[src/rtl/nand_arb_pkg.sv]
// Shared types and width constants for the NAND target arbiter.
// Counter widths are sized for the largest supported target count and CE timing.
package nand_arb_pkg;

  typedef enum logic [1:0] {
    IDLE    = 2'd0,
    SETUP   = 2'd1,
    ACTIVE  = 2'd2,
    RELEASE = 2'd3
  } arb_state_e;

  localparam int MAX_TARGETS = 8;
  localparam int PTR_W       = $clog2(MAX_TARGETS);
  localparam int MAX_CE_CYC  = 15;
  localparam int CE_CNT_W    = $clog2(MAX_CE_CYC + 1);

  function automatic int cnt_width(input int max_val);
    return (max_val < 2) ? 1 : $clog2(max_val + 1);
  endfunction

endpackage

[src/rtl/nand_rb_tracker.sv]
// Per-target RB# tracking: synchroniser, post-command tWB mask and sticky
// busy-timeout flag.
module nand_rb_tracker
  import nand_arb_pkg::*;
#(
  parameter int SYNC_STAGES = 2,
  parameter int TWB_CYC     = 10,
  parameter int TIMEOUT_W   = 20,
  parameter int TIMEOUT_CYC = 1000000
) (
  input  logic CLK,
  input  logic RST_N,
  input  logic rb_n_i,
  input  logic busy_op_i,
  input  logic err_clr_i,
  output logic ready_o,
  output logic timeout_err_o
);

  localparam int                   MASK_W    = cnt_width(TWB_CYC);
  localparam logic [MASK_W-1:0]    MASK_LOAD = MASK_W'(TWB_CYC);
  localparam logic [TIMEOUT_W-1:0] TO_LAST   = TIMEOUT_W'(TIMEOUT_CYC - 1);

  logic [SYNC_STAGES-1:0] sync_q;
  logic [MASK_W-1:0]      mask_q, mask_d;
  logic [TIMEOUT_W-1:0]   to_cnt_q, to_cnt_d;
  logic                   armed_q, armed_d;
  logic                   err_q, err_d;
  logic                   to_hit;

  assign ready_o       = sync_q[SYNC_STAGES-1] & (mask_q == '0);
  assign timeout_err_o = err_q;

  // The timeout only runs between a busy-causing op and the target reporting ready.
  always_comb begin
    mask_d   = mask_q;
    to_cnt_d = to_cnt_q;
    armed_d  = armed_q;
    to_hit   = 1'b0;
    if (busy_op_i) begin
      mask_d = MASK_LOAD;
    end else if (mask_q != '0) begin
      mask_d = mask_q - MASK_W'(1);
    end
    if (busy_op_i) begin
      armed_d  = 1'b1;
      to_cnt_d = '0;
    end else if (armed_q) begin
      if (ready_o) begin
        armed_d  = 1'b0;
        to_cnt_d = '0;
      end else if (to_cnt_q == TO_LAST) begin
        to_hit   = 1'b1;
        armed_d  = 1'b0;
        to_cnt_d = '0;
      end else begin
        to_cnt_d = to_cnt_q + TIMEOUT_W'(1);
      end
    end
    err_d = to_hit ? 1'b1 : (err_clr_i ? 1'b0 : err_q);
  end

  always_ff @(posedge CLK or negedge RST_N) begin
    if (!RST_N) begin
      sync_q   <= '1;
      mask_q   <= '0;
      to_cnt_q <= '0;
      armed_q  <= 1'b0;
      err_q    <= 1'b0;
    end else begin
      sync_q   <= {sync_q[SYNC_STAGES-2:0], rb_n_i};
      mask_q   <= mask_d;
      to_cnt_q <= to_cnt_d;
      armed_q  <= armed_d;
      err_q    <= err_d;
    end
  end

endmodule

[src/rtl/nand_target_arbiter.sv]
// Round-robin arbiter sharing one NAND bus among NUM_TARGETS chip enables,
// with CE setup/hold sequencing and per-target ready tracking.
module nand_target_arbiter
  import nand_arb_pkg::*;
#(
  parameter int NUM_TARGETS = 4,
  parameter int SYNC_STAGES = 2,
  parameter int CE_SETUP    = 2,
  parameter int CE_HOLD     = 2,
  parameter int TWB_CYC     = 10,
  parameter int TIMEOUT_W   = 20,
  parameter int TIMEOUT_CYC = 1000000
) (
  input  logic                   CLK,
  input  logic                   RST_N,
  input  logic [NUM_TARGETS-1:0] rb_n_in,
  input  logic [NUM_TARGETS-1:0] req_valid,
  input  logic                   op_done,
  input  logic                   op_expect_busy,
  input  logic [NUM_TARGETS-1:0] err_clr,
  output logic [NUM_TARGETS-1:0] cen,
  output logic [NUM_TARGETS-1:0] grant,
  output logic                   bus_busy,
  output logic [NUM_TARGETS-1:0] target_ready,
  output logic [NUM_TARGETS-1:0] timeout_err
);

  arb_state_e             state_q, state_d;
  logic [PTR_W-1:0]       sel_q, sel_d;
  logic [PTR_W-1:0]       ptr_q, ptr_d;
  logic [CE_CNT_W-1:0]    ce_cnt_q, ce_cnt_d;
  logic [NUM_TARGETS-1:0] cen_q, cen_d;
  logic [NUM_TARGETS-1:0] grant_q, grant_d;
  logic                   busy_q, busy_d;
  logic [NUM_TARGETS-1:0] eligible;
  logic [NUM_TARGETS-1:0] busy_op;
  logic                   rr_hit;
  logic [PTR_W-1:0]       rr_idx;

  assign busy_op  = (op_done && op_expect_busy && state_q == ACTIVE) ? grant_q : '0;
  assign eligible = req_valid & target_ready & ~timeout_err;

  for (genvar t = 0; t < NUM_TARGETS; t++) begin : g_trk
    nand_rb_tracker #(
      .SYNC_STAGES(SYNC_STAGES),
      .TWB_CYC    (TWB_CYC),
      .TIMEOUT_W  (TIMEOUT_W),
      .TIMEOUT_CYC(TIMEOUT_CYC)
    ) u_trk (
      .CLK          (CLK),
      .RST_N        (RST_N),
      .rb_n_i       (rb_n_in[t]),
      .busy_op_i    (busy_op[t]),
      .err_clr_i    (err_clr[t]),
      .ready_o      (target_ready[t]),
      .timeout_err_o(timeout_err[t])
    );
  end

  // Offsets are scanned from the far end so the nearest eligible target after the pointer wins.
  always_comb begin
    int idx;
    rr_hit = 1'b0;
    rr_idx = ptr_q;
    for (int i = NUM_TARGETS - 1; i >= 0; i--) begin
      idx = int'(ptr_q) + i;
      if (idx >= NUM_TARGETS) idx = idx - NUM_TARGETS;
      for (int t = 0; t < NUM_TARGETS; t++) begin
        if (t == idx && eligible[t]) begin
          rr_hit = 1'b1;
          rr_idx = PTR_W'(t);
        end
      end
    end
  end

  always_comb begin
    state_d  = state_q;
    sel_d    = sel_q;
    ptr_d    = ptr_q;
    ce_cnt_d = ce_cnt_q;
    case (state_q)
      IDLE: begin
        if (rr_hit) begin
          sel_d = rr_idx;
          if (CE_SETUP == 0) begin
            state_d = ACTIVE;
          end else begin
            state_d  = SETUP;
            ce_cnt_d = CE_CNT_W'(CE_SETUP - 1);
          end
        end
      end
      SETUP: begin
        if (ce_cnt_q == '0) state_d = ACTIVE;
        else ce_cnt_d = ce_cnt_q - CE_CNT_W'(1);
      end
      ACTIVE: begin
        if (op_done) begin
          ptr_d = (sel_q == PTR_W'(NUM_TARGETS - 1)) ? '0 : sel_q + PTR_W'(1);
          if (CE_HOLD == 0) begin
            state_d = IDLE;
          end else begin
            state_d  = RELEASE;
            ce_cnt_d = CE_CNT_W'(CE_HOLD - 1);
          end
        end
      end
      RELEASE: begin
        if (ce_cnt_q == '0) state_d = IDLE;
        else ce_cnt_d = ce_cnt_q - CE_CNT_W'(1);
      end
      default: state_d = IDLE;
    endcase
  end

  // Outputs are decoded from the next state so the pins are registered.
  always_comb begin
    cen_d   = '1;
    grant_d = '0;
    busy_d  = (state_d != IDLE);
    for (int t = 0; t < NUM_TARGETS; t++) begin
      if (sel_d == PTR_W'(t)) begin
        if (state_d == SETUP || state_d == ACTIVE) cen_d[t] = 1'b0;
        if (state_d == ACTIVE) grant_d[t] = 1'b1;
      end
    end
  end

  always_ff @(posedge CLK or negedge RST_N) begin
    if (!RST_N) begin
      state_q  <= IDLE;
      sel_q    <= '0;
      ptr_q    <= '0;
      ce_cnt_q <= '0;
      cen_q    <= '1;
      grant_q  <= '0;
      busy_q   <= 1'b0;
    end else begin
      state_q  <= state_d;
      sel_q    <= sel_d;
      ptr_q    <= ptr_d;
      ce_cnt_q <= ce_cnt_d;
      cen_q    <= cen_d;
      grant_q  <= grant_d;
      busy_q   <= busy_d;
    end
  end

  assign cen      = cen_q;
  assign grant    = grant_q;
  assign bus_busy = busy_q;

endmodule

[config.mk]
export PLATFORM = sky130hd
export DESIGN_NAME = nand_target_arbiter
export DESIGN_NICKNAME = d
export VERILOG_FILES = /design/src/rtl/nand_arb_pkg.sv /design/src/rtl/nand_rb_tracker.sv /design/src/rtl/nand_target_arbiter.sv
export SDC_FILE = /design/constraint.sdc
export NUM_CORES = 1
export LEC_CHECK = 0
export ABC_AREA = 1
export CAP_MARGIN = 0
export CORE_ASPECT_RATIO = 1.2
export CORE_MARGIN = 4
export CORE_UTILIZATION = 59
export DETAILED_ROUTE_END_ITERATION = 8
export PLACE_DENSITY_LB_ADDON = 0.15
export SYNTH_ARGS = -nofsm -noshare
export SYNTH_HDL_FRONTEND = slang
export SYNTH_SLANG_ARGS = --single-unit
[constraint.sdc]
create_clock -name CLK -period 3 [get_ports CLK]
set_input_delay 0.6 -clock CLK [delete_from_list [all_inputs] [get_ports CLK]]
set_output_delay 0.6 -clock CLK [all_outputs]
set_load 0.05 [all_outputs]
==> results.tsv <==
stage	metric	value	unit
clocking	post-CTS sizing	1	
logic_synthesis	Syn Nets	924	
logic_synthesis	top cells by count, synth	163 x nand2_1, 139 x inv_1, 121 x dfrtp_1	
die	total die area	0.0142	mm^2
cells_and_area	Antenna diodes	0	
clocking	Clock Sinks	133	
global_route	first-pass GRT wire length	26900	um
timing	fmax	359	MHz
logic_synthesis	Synth area leader	dfrtp_1	
place	routability cong.	0.885	
clocking	clock transition at the registers of the reported paths	0.06	ns
global_route	vias in the first global route	6066	
die	Core Footprint	0.0121	mm^2
die	Initial Util	60.3	%
global_route	antenna violations before repair	0	
clocking	Root Buffer	clkbuf_16	
die	chip width	109	um
routing	Post-DRT Antenna Nets	0	
logic_synthesis	count of cell types in the netlist	44	
pwr	Peak supply drop	0.611	mV
clocking	htree depth	4	
place	dpl cells	1074	
timing	Setup Skew	0.00618	ns
hold_path	Worst Hold Class	in2async	
timing	setup violators final	0	
worst_setup_path	worst endpoint required time	2.40	ns
timing	endpoints failing hold	0	
global_route	largest net degree at the start of global routing	48	
routing	drt via density	5.49	
routing	via count	6068	
clocking	Hold Buf Count CTS	0	
status	outcome	complete, no violations	
timing	fin crit share	93.0	%
cells_and_area	Nets	969	
flow_run	maxcap violations	0	
timing	RSZ-0062 raised after global routing	false	
routing	WL per Instance	14.2	um
routing	DRT iter0 DRCs	335	
timing	Max Slew Vio Count	0	
die	die height	130	um
logic_synthesis	sequential element share of the synthesized area	46.0	%
timing	minimum clock period	2.79	ns
pwr	LEAKAGE	3.70	nW
routing	DRC violations left	0	
logic_synthesis	Syn Area/Cell	8.20	um^2
die	Row Count	44	
clocking	Worst-Skew Late Latency	0.42	ns
worst_setup_path	startpoint types	flop	
logic_synthesis	dominant cell by count in the synthesized netlist	nand2_1	
clocking	Setup Buffers After CTS	0	
place	Final HPWL DP	11200	um
logic_synthesis	synthesized area	0.00727	mm^2
place	input/output buffers	32	
worst_setup_path	Worst setup EP type	primary output	
clocking	CTS Buf Count	17	
timing	final hold slack	0.177	ns
routing	WL final	15700	um
logic_synthesis	EDFF count, synth	0	
pwr	Pwr Density	849	mW/mm^2
cells_and_area	Final Non-Filler Cells	1106	
logic_synthesis	Yosys reg bits	133	
logic_synthesis	Synth Warn #	0	
worst_setup_path	CP max FO	4	
die	IO Pins	33	
logic_synthesis	ys async rst share	100	%
cells_and_area	layout overhead on the synthesized area	15.6	%
clocking	clk buf depth	2	
logic_synthesis	post-synth top area share	41.6	%
global_route	gr usage total	23.8	%
worst_setup_path	CP Class	reg2out	
worst_setup_path	WP data arrival	2.19	ns
routing	First-pass DRT Iterations	8	
timing	Max-Slew Margin vs Limit	59.9	%
global_route	total gr overflow	0	
cells_and_area	fill cell count	929	
cells_and_area	proportion of layout cells with a drive suffix above 1	11.4	%
timing	final setup TNS	0	ns
logic_synthesis	Main synth FF type	dfrtp_1	
timing	Worst Max-Slew Pin Slew	0.597	ns
clocking	CTS tree	yes	
logic_synthesis	Area contributors post-synth	dfrtp_1 42%, nand2_1 8.4%, inv_1 7.2%	
logic_synthesis	Synth Instances	887	
## worst paths after layout
path	slack [ns]	start	cells after the start	endpoint
min in group CLK	0.35	g_trk[2].u_trk.sync_q[0]$_DFF_PN1_	0	g_trk[2].u_trk.sync_q[1]$_DFF_PN1_
max in group asynchronous	2.12	RST_N	2	g_trk[0].u_trk.sync_q[1]$_DFF_PN1_
worst min-delay path	0.18	RST_N	1	g_trk[2].u_trk.to_cnt_q[5]$_DFFE_PN0P_
worst max register to register	0.41	g_trk[2].u_trk.mask_q[0]$_DFFE_PN0P_	18	cen[1]$_DFF_PN1_
worst max-delay path	0.21	g_trk[1].u_trk.mask_q[0]$_DFFE_PN0P_	5	target_ready[1]
worst min register to register	0.35	g_trk[2].u_trk.sync_q[0]$_DFF_PN1_	0	g_trk[2].u_trk.sync_q[1]$_DFF_PN1_
## final cells by class
class	instances	area, um^2	share of cell area [%]
well taps	161	201	2.40
repair buffers	43	427	5.08
clock inverters	10	128	1.52
inverters	150	563	6.70
flip-flops and latches	133	3340	39.8
multi-input cells	587	3270	38.9
clock buffers	22	474	5.64
## cell usage in the layout (no fill, tap or decap), types with 12 or more instances in the layout
cell             Yosys  routed
nor4_1              17      17
o32ai_1             13      13
inv_1              139     139
dfrtp_1            121     121
nand4_1             18      18
nor2_1              73      73
nand3_1             53      53
ha_1                21      21
o21ai_0             53      53
xor2_1              19      19
clkdlybuf4s50_1      0      29
nand2_1            163     163
nor2_2              13      13
a21oi_1             25      25
clkbuf_16            0      17
dfstp_2             12      12
o22ai_1             25      25
nor3_1              22      22
## stage by stage
step | setup slack (ns) | area, um^2 | power [W] | utilization [%]
floorplan | 0.711 | 7270 | 0.00436 | -
CTS | 0.00485 | 8400 | 0.00718 | 69.7
global route | 0.0968 | 8410 | 0.00762 | 69.7
detailed placement | 0.280 | 7800 | 0.00505 | 64.7
global placement | 0.308 | 7800 | 0.00494 | 64.7
finish | 0.211 | 8410 | 0.00713 | 69.7
## worst max-delay path: stages (launching register included)
cell	delay, ns
dfrtp_1	0.37
inv_1	0.12
ha_1	0.21
nand4_1	0.15
inv_1	0.12
clkdlybuf4s50_1	0.80
## metal layers
layer	vias to the layer above	routed length, um	track usage, %	share of wire [%]
met1	2887	6600	28.3	42
met2	125	8250	41.8	53
met4	0	320	10.1	2.0
met5	-	0	0	0
li1	3027	-	-	-
met3	29	510	4.48	3.3
## state kept, by name, indices dropped and copies added, names as in the netlist
signal	cells
state_q	2
ce_cnt_q	4
g_trk.u_trk.armed_q	4
ptr_q	3
cen	4
g_trk.u_trk.timeout_err_o	4
grant	4
g_trk.u_trk.sync_q	8
g_trk.u_trk.mask_q	16
g_trk.u_trk.to_cnt_q	80
sel_q	3
bus_busy	1
## where the power goes
group | internal [W] | switching (W) | total [W]
clock | 0.00136 | 0.000741 | 0.00210
combinational | 0.000908 | 0.00154 | 0.00245
sequential | 0.00223 | 0.000349 | 0.00258
total | 0.00450 | 0.00263 | 0.00713
## cells by family (layout without fill, tap and decap cells)
family | after synthesis | in the layout | share of synthesized area, %
and+or+nand+nor | 393 | 393 | 26.0
DFF | 133 | 133 | 46.0
xor gates and xnor gates | 26 | 26 | 3.13
AOI/OAI and AO/OA | 147 | 147 | 12.2
adders and majority gates | 21 | 21 | 3.61
buffers and inverters | 167 | 225 | 9.03
Note: power is estimated with default switching activity, not from simulation.
